### src/rtl/iter_shift_unit.sv
// iter_shift_unit: multi-cycle SLL/SRL/SRA shifter, STEP bits per clock; rotate-right on mode 11 when SHIFT_ROTATE_EN is defined.
module iter_shift_unit #(
  parameter int WIDTH = 32,
  parameter int STEP = 4,
  localparam int SHAMT_W = $clog2(WIDTH)
) (
  input  logic               clk,
  input  logic               rst_n,
  input  logic               in_valid,
  output logic               in_ready,
  input  logic [WIDTH-1:0]   in_data,
  input  logic [SHAMT_W-1:0] in_shamt,
  input  logic [1:0]         in_mode,
  output logic               out_valid,
  input  logic               out_ready,
  output logic [WIDTH-1:0]   out_data,
  output logic               busy
);
  typedef enum logic [1:0] {IDLE, SHIFT, DONE} state_t;
  state_t state;
  logic [WIDTH-1:0] work, nxt, rot;
  logic [SHAMT_W-1:0] count, s;
  logic [1:0] mode;
  logic zero_req;
  assign in_ready = state == IDLE;
  assign out_valid = state == DONE;
  assign busy = state != IDLE;
  always_comb begin
    s = (32'(count) < STEP) ? count : SHAMT_W'(STEP);
`ifdef SHIFT_ROTATE_EN
    rot = (work >> s) | (work << (WIDTH - 32'(s)));
    zero_req = in_shamt == '0;
`else
    rot = work;
    zero_req = in_shamt == '0 || in_mode == 2'b11;
`endif
    nxt = mode == 2'b00 ? work << s :
          mode == 2'b01 ? work >> s :
          mode == 2'b10 ? $unsigned($signed(work) >>> s) : rot;
  end
  always_ff @(posedge clk or negedge rst_n) begin
    if (!rst_n) begin
      state <= IDLE;
      work <= '0;
      count <= '0;
      mode <= 2'b00;
      out_data <= '0;
    end else begin
      case (state)
        IDLE: if (in_valid) begin
          work <= in_data;
          mode <= in_mode;
          count <= zero_req ? '0 : in_shamt;
          if (zero_req) out_data <= in_data;
          state <= zero_req ? DONE : SHIFT;
        end
        SHIFT: begin
          work <= nxt;
          count <= count - s;
          if (32'(count) <= STEP) begin
            out_data <= nxt;
            state <= DONE;
          end
        end
        DONE: if (out_ready) state <= IDLE;
        default: state <= IDLE;
      endcase
    end
  end
endmodule

### config.mk
export PLATFORM = sky130hd
export DESIGN_NAME = iter_shift_unit
export DESIGN_NICKNAME = d
export VERILOG_FILES = /design/src/rtl/iter_shift_unit.sv
export SDC_FILE = /design/constraint.sdc
export NUM_CORES = 1
export LEC_CHECK = 0
export BUFFER_PORTS_ARGS = -buffer_cell sky130_fd_sc_hd__buf_2
export CAP_MARGIN = 10
export CORE_ASPECT_RATIO = 1.1
export CORE_MARGIN = 4
export CORE_UTILIZATION = 38
export CTS_CLUSTER_DIAMETER = 100
export DETAILED_ROUTE_END_ITERATION = 12
export GPL_TIMING_DRIVEN = 0
export PLACE_DENSITY = 0.56
export RECOVER_POWER = 100
export SLEW_MARGIN = 20
export SYNTH_ARGS = -nofsm -noshare
export SYNTH_HDL_FRONTEND = slang
export SYNTH_SLANG_ARGS = --single-unit
### constraint.sdc
create_clock -name clk -period 5.4 [get_ports clk]
set_input_delay 0.27 -clock clk [delete_from_list [all_inputs] [get_ports clk]]
set_output_delay 0.27 -clock clk [all_outputs]
set_load 0.02 [all_outputs]
* After elaboration in Yosys (flattened, before gate mapping)
Index checks and enable logic that the tools add are counted.
** Word-level totals
- Register bits :: 73
- Input port bits :: 43
- Output and inout bits :: 35
** Cells by class
- Add/sub/neg operators :: 1
- Order comparisons :: 2
- Equal/unequal tests :: 9
- Shift-type cells :: 3
- Mux-type cells :: 18
- Reductions and logical operators :: 10
** Operators by type and width (number)
- $mux W32 :: 7
- $pmux W32 S2 :: 2
- $shl A32 B5 Y32 :: 1
- $shr A32 B5 Y32 :: 1
- $sshr A32 B5 Y32 :: 1
- $mux W5 :: 3
- $pmux W5 S2 :: 1
- $mux W2 :: 4
- $eq A2 B2 Y1 const B :: 3
- $pmux W2 S3 :: 1
- $le A5 B3 Y1 const B :: 1
- $logic_not A5 Y1 :: 1
- $lt A5 B3 Y1 const B :: 1
- $sub A5 B5 Y5 :: 1
- $eq A2 B1 Y1 const B :: 2
- $logic_not A2 Y1 :: 2
- $ne A2 B1 Y1 const B :: 2
- $ne A2 B2 Y1 const B :: 2
- $reduce_and A2 Y1 :: 2
- $reduce_and A4 Y1 :: 1
- $reduce_bool A2 Y1 :: 2
- $reduce_and A3 Y1 :: 1
- $logic_or A1 B1 Y1 :: 1

* Depth between registers and ports, before layout
Gate-level depths: netlist of run 1.
- Depth after elaboration :: 8
- Mapped depth :: 11

* Worst setup path before layout of run 1
Ideal clock, no wire load.
- Path type :: reg2reg
- From :: register count[2]
- To :: register work[3], in the netlist rot[3]
- Arrival :: 2.257 ns
- Data required time :: 5.335 ns
- Setup slack :: 3.079 ns
- Stages on the path, launching flop included :: 9
- Path buffers :: 2
- Path through :: dfrtp_1 -> buf_6 -> or4b_4 -> buf_6 -> mux2i_4 -> a22o_1 -> a2111oi_0 -> o32a_1 -> mux2_2
** On the way
- Word-level cells in the longest chain between the ends :: 7
- Elaborated cells between the ends (all ways) :: 9
** RTL lines
- start: declaration :: RTL line 22 : logic [SHAMT_W-1:0] count, s;
- start signal: assignment :: RTL line 53 : count <= zero_req ? '0 : in_shamt;
- start signal: assignment :: RTL line 59 : count <= count - s;
- $lt A5 B3 Y1 :: RTL line 29 : s = (32'(count) < STEP) ? count : SHAMT_W'(STEP);
- $mux W5 (*) :: RTL line 29
- $sshr A32 B5 Y32 :: RTL line 39 : mode == 2'b10 ? $unsigned($signed(work) >>> s) : rot;
- $mux W32 :: RTL line 39
- $mux W32 :: RTL line 38 : mode == 2'b01 ? work >> s :
- $mux W32 (*) :: RTL line 37 : nxt = mode == 2'b00 ? work << s :
- $pmux W32 S2 (*) :: RTL line 49 : case (state)
- end signal: assignment :: RTL line 51 : work <= in_data;
- end signal: assignment :: RTL line 58 : work <= nxt;
- end: declaration :: RTL line 21 : logic [WIDTH-1:0] work, nxt, rot;
Every way passes the cells marked *; elsewhere a longest branch is shown, timed or not.
A chain may end at the register's enable or synchronous reset.

* Final worst setup path of run 1
- From :: register count[3]
- To :: register work[8], in the netlist rot[8]
Same word-level chain as after synthesis.

==> results of run 1 <==
[final cells by class]
| cell class | instances | share of cell area [%] |
|---|---|---|
| Buffer | 83 | 5.48 |
| Clock buffer | 12 | 3.88 |
| Clock inverter | 4 | 1.13 |
| Inverter | 9 | 0.510 |
| Multi-Input combinational cell | 552 | 52.1 |
| Sequential cell | 73 | 27.6 |
| Tap cell | 192 | 3.63 |
| Timing Repair Buffer | 79 | 5.71 |
[cell families (layout without fill, tap and decap cells)]
kind of cell,count (synthesis),count (layout),share of synthesized area (%)
adders and majority gates,1,1,0.219
muxes,44,44,8.26
AOI/OAI and AO/OA,270,270,32.8
xor gates and xnor gates,2,2,0.307
buffers and inverters,92,187,7.01
and+or+nand+nor,234,234,19.4
other,1,1,0.0657
DFF,73,73,32.0
[critical path, cell delays in order (launching register included)]
cell	delay [ns]
dfrtp_1	0.39
clkbuf_1	0.25
nor4b_1	1.45
clkbuf_1	0.70
buf_2	0.47
nand2_1	0.10
a31oi_1	0.29
o32ai_1	0.18
o21ai_0	0.22
[layer usage]
metal | wire length (um) | global-route usage [%] | up-vias
met3 | 3270 | 8.74 | 110
met2 | 12800 | 52.9 | 455
met5 | 0 | 0 | -
met4 | 1360 | 15.9 | 0
li1 | - | - | 2868
met1 | 11400 | 42.4 | 3218
[sequential cells by signal (all words and copies together) (netlist names)]
register	count
rot	32
mode	2
out_data	32
count	5
state	2
[where the power goes]
part | internal, mW | total, mW | switching [mW]
combinational | 1.14 | 3.84 | 2.69
clock | 0.430 | 0.687 | 0.257
sequential | 0.833 | 1.09 | 0.258
total | 2.41 | 5.61 | 3.21
[how the worst min path moves through the flow]
stage	startpoint	end	slack (ns)
6_report	out_ready	state[1]$_DFFE_PN0P_	0.1
5_1_grt	out_ready	state[1]$_DFFE_PN0P_	0.13
4_1_cts	out_ready	state[1]$_DFFE_PN0P_	0.10
3_5_place_dp	rst_n	rot[12]$_DFFE_PN0P_	0.23
3_3_place_gp	out_data[15]$_DFFE_PN0P_	out_data[15]$_DFFE_PN0P_	0.45
2_1_floorplan	rst_n	count[0]$_DFFE_PN0P_	-0.03
[timing repair]
item                      in CTS  in global routing
resized for setup              0                  0
hold buffers                   1                  0
hold endpoints to repair      28                  0
[placed cells by master (no fill, tap or decap), types with 14 or more instances in the layout]
cell      netlist  layout
a21oi_1        38      38
buf_2          14      52
clkbuf_1       58      99
dfrtp_1        73      73
mux2i_1        30      30
nand2_1       114     114
nand3_1        17      17
nor2_1         50      50
nor3_1         13      14
o21ai_0        54      55
o31ai_1        41      41
==> metrics.md, run 1 <==
| Metric | Value |
|---|---|
| CTS root buf | `clkbuf_16` |
| Routability cong. | `around 1.0` |
| Via Count | `approximately 6.7k` |
| Mean Syn Cell Area | `about 8 um^2` |
| Yosys reg bits | `73` |
| FF/Latch Area | `around 0.0018 mm^2` |
| Crit path required time | `roughly 5.7 ns` |
| Worst setup path end | `rot[8]$_DFFE_PN0P_` |
| Drt first pass iters | `8` |
| TritonCTS clock tree | `built` |
| Fillcell total | `1,531` |
| Asr flop ratio synth | `100%` |
| Antenna Cells | `0` |
| Final period utilization | `approximately three quarters` |
| Failing checks | `capacitance limit, slew limit` |
| Most common cell in the synthesized netlist | `nand2_1` |
| R2R Setup Slk | `between 1 and 1.5 ns` |
| Nets@finish | `~850` |
| Power per cell area | `848 mW/mm^2` |
| Worst r2r src | `count[3]$_DFFE_PN0P_` |
| Design Power | `5.61 mW` |
| First-pass GRT wire length | `~43 mm` |
| Sequential share of the synthesized area | `between 30% and 40%` |
| Fin. max-slew vios | `36` |
| Post-place setup slack | `roughly 2.0 ns` |
| Cell Count, Final, Fillers Out | `between 1k and 1.5k` |
| GRT overflow | `0` |
| WL/cell | `between 20 and 30 um` |
| List of most frequent post-synthesis cells | `114 x nand2_1, 73 x dfrtp_1, 58 x clkbuf_1` |
| Final wirelength | `28.7 mm` |
| Area of the multi-input gates | `between 0.003 and 0.004 mm^2` |
| Horiz. Die Dim | `125 um` |
| # DRC | `0` |
| Final count of hold timing violations | `0` |
| Kind of critical path | `register to register` |
| Row count | `46` |
| Hold crit path type | `input pin to register` |
| IO Port Bufs | `77` |
| Post-synth cell types | `77` |
| Max Buffers Root-to-Sink | `2` |
| Largest net degree at the start of global routing | `46` |
| Leading register cell type out of synthesis | `dfrtp_1` |
| Share of cells above drive strength 1 | `between 10% and 20%` |
| Placed cells | `approximately 990` |
| Area growth syn-to-layout | `15.9%` |
| Synth warnings | `0` |
| Vias/cell | `about 6.6` |
| Post-Syn Nets | `between 700 and 800` |
| Iteration-0 DRC Markers | `between 800 and 900` |
| Clk_skew | `0.0142 ns` |
| H-tree depth | `3` |
| Worst Setup Start Kind | `register` |
| Static Leak | `around 2.6 nW` |
| Setup Viol. Count Final | `0` |
| Core ar. | `around 0.015 mm^2` |
| Clk Latency, worst-skew pair | `0.36 ns` |
| Postcts setup bufs | `0` |
| Fmax | `roughly 240 MHz` |
| CTS Buf Count | `9` |
| Initial antenna violation count | `0` |
| Maximum Capacitance Violations | `2` |
| Final critical-path required period | `between 4 and 5 ns` |
| Crit-path max FO | `10` |
| Final Util | `~45%` |
| Die Y | `137 um` |
| Worst VDD drop | `approximately 370 uV` |
| Final Cell Area | `0.00662 mm^2` |
| Area post-placement | `0.00636 mm^2` |
| Clk sinks | `73` |
| DRT antenna net count | `0` |
| Initial Util | `about two fifths` |
| Share of the synthesized area in the top cell type | `between 30% and 40%` |
| Die area | `around 0.017 mm^2` |
| Overall routing resource usage | `33.3%` |
| Clk pin slew, worst setup/hold paths | `roughly 0.070 ns` |
| Setup WS post-layout | `approximately 1.3 ns` |
| Worst r2r dst | `rot[8]$_DFFE_PN0P_` |
| Synth area leader | `dfrtp_1` |
| I/O pin count | `78` |
| Synth Instances | `717` |
| Top cells by area, synth | `dfrtp_1 32%, nand2_1 7.5%, o31ai_1 5.4%, mux2i_1 5.3%, o21ai_0 4.7%` |
| Number of flops mapped to enable cells by yosys | `0` |
| Setup_tns | `0 ns` |
| Max-slew headroom | `-16.4%` |
| Worst Max-Slew Pin Slew | `between 1.5 and 2 ns` |
| Hold Path Stages | `2` |
| CP startpoint | `count[3]$_DFFE_PN0P_` |
| RSZ-0062 raised after global routing | `no` |
| CP endpoint kind | `register` |
| HPWL after DPL | `20.3 mm` |
| Outcome | `finished, violations left` |
| Crit path DAT | `4.42 ns` |
| Worst reg-to-reg path cell count | `8` |
| Mapped cell area | `0.00571 mm^2` |
| Vias in the first global route | `about 6.7k` |
| Hold slack | `0.0996 ns` |
Note: power is estimated with default switching activity, not from simulation.
==> inputs of run 2 (changes only) <==
==> constraint.sdc (replaced) <==
create_clock -name clk -period 4.1 [get_ports clk]
set_input_delay 0.205 -clock clk [delete_from_list [all_inputs] [get_ports clk]]
set_output_delay 0.205 -clock clk [all_outputs]
set_load 0.02 [all_outputs]
==> run 2 against run 1 <==
Net effect: the flow still finishes with violations (capacitance limit, slew limit); non-clock buffer count stayed put; cell area barely moved; highest routed layer unchanged; critical endpoint is now rot[9]$_DFFE_PN0P_; clock power grew 31%; count of clock-buffer cells in the layout is the same; global-route usage stayed put; clock skew fell by 0.0026 ns; first-iteration DRC count is 2.3% higher.
==> metrics.md, run 2 (synthesis gave the netlist of run 1 again) <==
| Metric | Value |
|---|---|
| CP endpoint kind | `register` |
| Worst Path Buf+Inv | `3 (unchanged)` |
| RSZ-0062 raised after global routing | `no` |
| Clk Latency, worst-skew pair | `0.36 ns (about the same)` |
| Clk_skew | `0.0116 ns (-0.00256 ns)` |
| Final period utilization | `88.9% (+12 points)` |
| Die Y | `137 um (unchanged)` |
| Clk pin slew, worst setup/hold paths | `0.07 ns (about the same)` |
| CTS Buf Count | `9 (unchanged)` |
| Vias/cell | `6.59 (-0.57%)` |
| Via Count | `6,613 (-0.57%)` |
| H-tree depth | `3 (unchanged)` |
| Setup Viol. Count Final | `0 (unchanged)` |
| Register share of total power | `19.5% (about the same)` |
| Gate power share | `68.3% (about the same)` |
| Core ar. | `0.0146 mm^2 (unchanged)` |
| Area growth syn-to-layout | `15.8% (about the same)` |
| Area post-placement | `0.00636 mm^2 (unchanged)` |
| Share of cells above drive strength 1 | `12.7% (+0.49 points)` |
| Drt first pass iters | `6 (-2)` |
| Routability cong. | `1.02 (unchanged)` |
| CP max stage cell | `nor4_4` |
| Final critical-path required period | `3.64 ns (-0.500 ns)` |
| R2R Setup Slk | `0.46 ns (-0.80 ns)` |
| CTS root buf | `clkbuf_16` |
| Critical path, cell by cell | `buf_6 -> clkbuf_1 -> nor4_4 -> nand2_1 -> clkbuf_1 -> o221ai_1 -> a31oi_1 -> o31ai_1` |
| Iteration-0 DRC Markers | `896 (+2.3%)` |
| Initial antenna violation count | `0 (unchanged)` |
| Clk sinks | `73 (unchanged)` |
| Vias in the first global route | `6,704 (unchanged)` |
| Crit-path max FO | `10 (unchanged)` |
| Final wirelength | `28.8 mm (about the same)` |
| CP delay by family, top | `simple AND/OR/NAND/NOR gates` |
| Clock share of power | `12.2% (about the same)` |
| Worst Max-Slew Pin Slew | `1.58 ns (-0.140 ns)` |
| Initial Util | `39.2% (unchanged)` |
| Row count | `46 (unchanged)` |
| Nets@finish | `851 (unchanged)` |
| HPWL after DPL | `20.3 mm (unchanged)` |
| Final Util | `45.4% (about the same)` |
| Crit path required time | `4.36 ns (-1.31 ns)` |
| Cts repair resizes | `0 (unchanged)` |
| # DRC | `0 (unchanged)` |
| Setup_tns | `0 ns (unchanged)` |
| Net Sw Frac | `57.1% (about the same)` |
| Worst VDD drop | `492 uV (+32%)` |
| Sw power | `4.22 mW (+32%)` |
| Static Leak | `2.64 nW (about the same)` |
| Outcome | `finished, violations left` |
| Fin. max-slew vios | `30 (-17%)` |
| GRT overflow | `0 (unchanged)` |
| Max Buffers Root-to-Sink | `2 (unchanged)` |
| I/O pin count | `78 (unchanged)` |
| IO Port Bufs | `77 (unchanged)` |
| Failing checks | `capacitance limit, slew limit` |
| Hold crit path type | `input pin to register` |
| Antenna Cells | `0 (unchanged)` |
| CP dominant cell by count | `clkbuf_1` |
| Fmax | `274 MHz (+14%)` |
| Worst Setup Start Kind | `register` |
| Final Cell Area | `0.00661 mm^2 (about the same)` |
| Maximum Capacitance Violations | `1 (-1)` |
| DRT antenna net count | `0 (unchanged)` |
| WL/cell | `28.6 um (about the same)` |
| Horiz. Die Dim | `125 um (unchanged)` |
| Largest net degree at the start of global routing | `46 (unchanged)` |
| Max-slew headroom | `-5.47% (+11 points)` |
| Die area | `0.0170 mm^2 (unchanged)` |
| First-pass GRT wire length | `42.8 mm (unchanged)` |
| Slowest stage delay, CP | `0.82 ns (-0.63 ns)` |
| Power per cell area | `1120 mW/mm^2 (+32%)` |
| Kind of critical path | `register to register` |
| Internal | `3.17 mW (+32%)` |
| TritonCTS clock tree | `built` |
| Final count of hold timing violations | `0 (unchanged)` |
| Most frequent cells in the layout | `114 x nand2_1, 98 x clkbuf_1, 73 x dfrtp_1, 56 x o21ai_0, 53 x buf_2` |
| Crit path DAT | `3.90 ns (-0.52 ns)` |
| Most common cell after layout, fill and taps aside | `nand2_1` |
| Overall routing resource usage | `33.3% (unchanged)` |
run 2: cell counts in the layout (fill, tap and decap cells not counted):
No cell type changed its count.
run 2: worst reg2reg max path: stages (launching register included):
cell,delay (ns)
dfrtp_1,0.37
buf_6,0.13
clkbuf_1,0.25
nor4_4,0.82
nand2_1,0.62
clkbuf_1,0.49
o221ai_1,0.49
a31oi_1,0.13
o31ai_1,0.24
run 2: power groups by stage:
| stage | combinational (mW) | clock, mW | sequential (mW) |
|---|---|---|---|
| after global routing | 5.34 | 0.944 | 1.48 |
| after global placement | 4.90 | 0 | 1.42 |
| after floorplan | 3.02 | 0 | 1.52 |
| after detailed placement | 4.92 | 0 | 1.43 |
| after CTS | 4.94 | 0.913 | 1.42 |
| final | 5.05 | 0.903 | 1.44 |
run 2: per-layer routing:
metal  up-vias  share of wire [%]  GRT usage [%]  routed length [um]
met4         0                4.6           15.9                1310
met5         -                  0              0                   0
li1       2866                  -              -                   -
met3       104                9.9           8.74                2850
met1      3236                 41           42.4               11800
met2       407                 44           52.9               12800
run 2: final timing paths:
kind	start	endpoint	cells past startpoint
setup / recovery	count[2]$_DFFE_PN0P_	rot[9]$_DFFE_PN0P_	8
hold / removal	out_ready	state[1]$_DFFE_PN0P_	2
setup reg to reg	count[2]$_DFFE_PN0P_	rot[9]$_DFFE_PN0P_	8
hold reg to reg	out_data[14]$_DFFE_PN0P_	out_data[14]$_DFFE_PN0P_	2
max in group asynchronous	rst_n	rot[22]$_DFFE_PN0P_	3
min in group asynchronous	rst_n	rot[12]$_DFFE_PN0P_	2
run 2: final cells by class:
| class | count | area (um^2) |
|---|---|---|
| fill | 1531 | 7950 |
| multi-input combinational | 552 | 3460 |
| sequential | 73 | 1830 |
| buffer | 83 | 364 |
| timing repair buffer | 79 | 355 |
| clock buffer | 12 | 256 |
| tap | 192 | 240 |
| clock inverter | 4 | 75.1 |
| inverter | 9 | 33.8 |
run 2: stage by stage:
stage | hold WS (ns) | power (mW) | std cells | setup WS [ns]
floorplan | -0.0906 | 4.53 | 717 | 1.78
global placement | 0.395 | 6.32 | 986 | 0.644
detailed placement | 0.164 | 6.35 | 987 | 0.709
CTS | 0.0361 | 7.27 | 1004 | 0.686
global route | 0.0664 | 7.76 | 1004 | 0.346
finish | 0.0375 | 7.39 | 1004 | 0.455
run 2: timing repair:
action,in CTS,in global routing
hold endpoints to repair,28,0
setup buffers,0,0
hold buffers,1,0
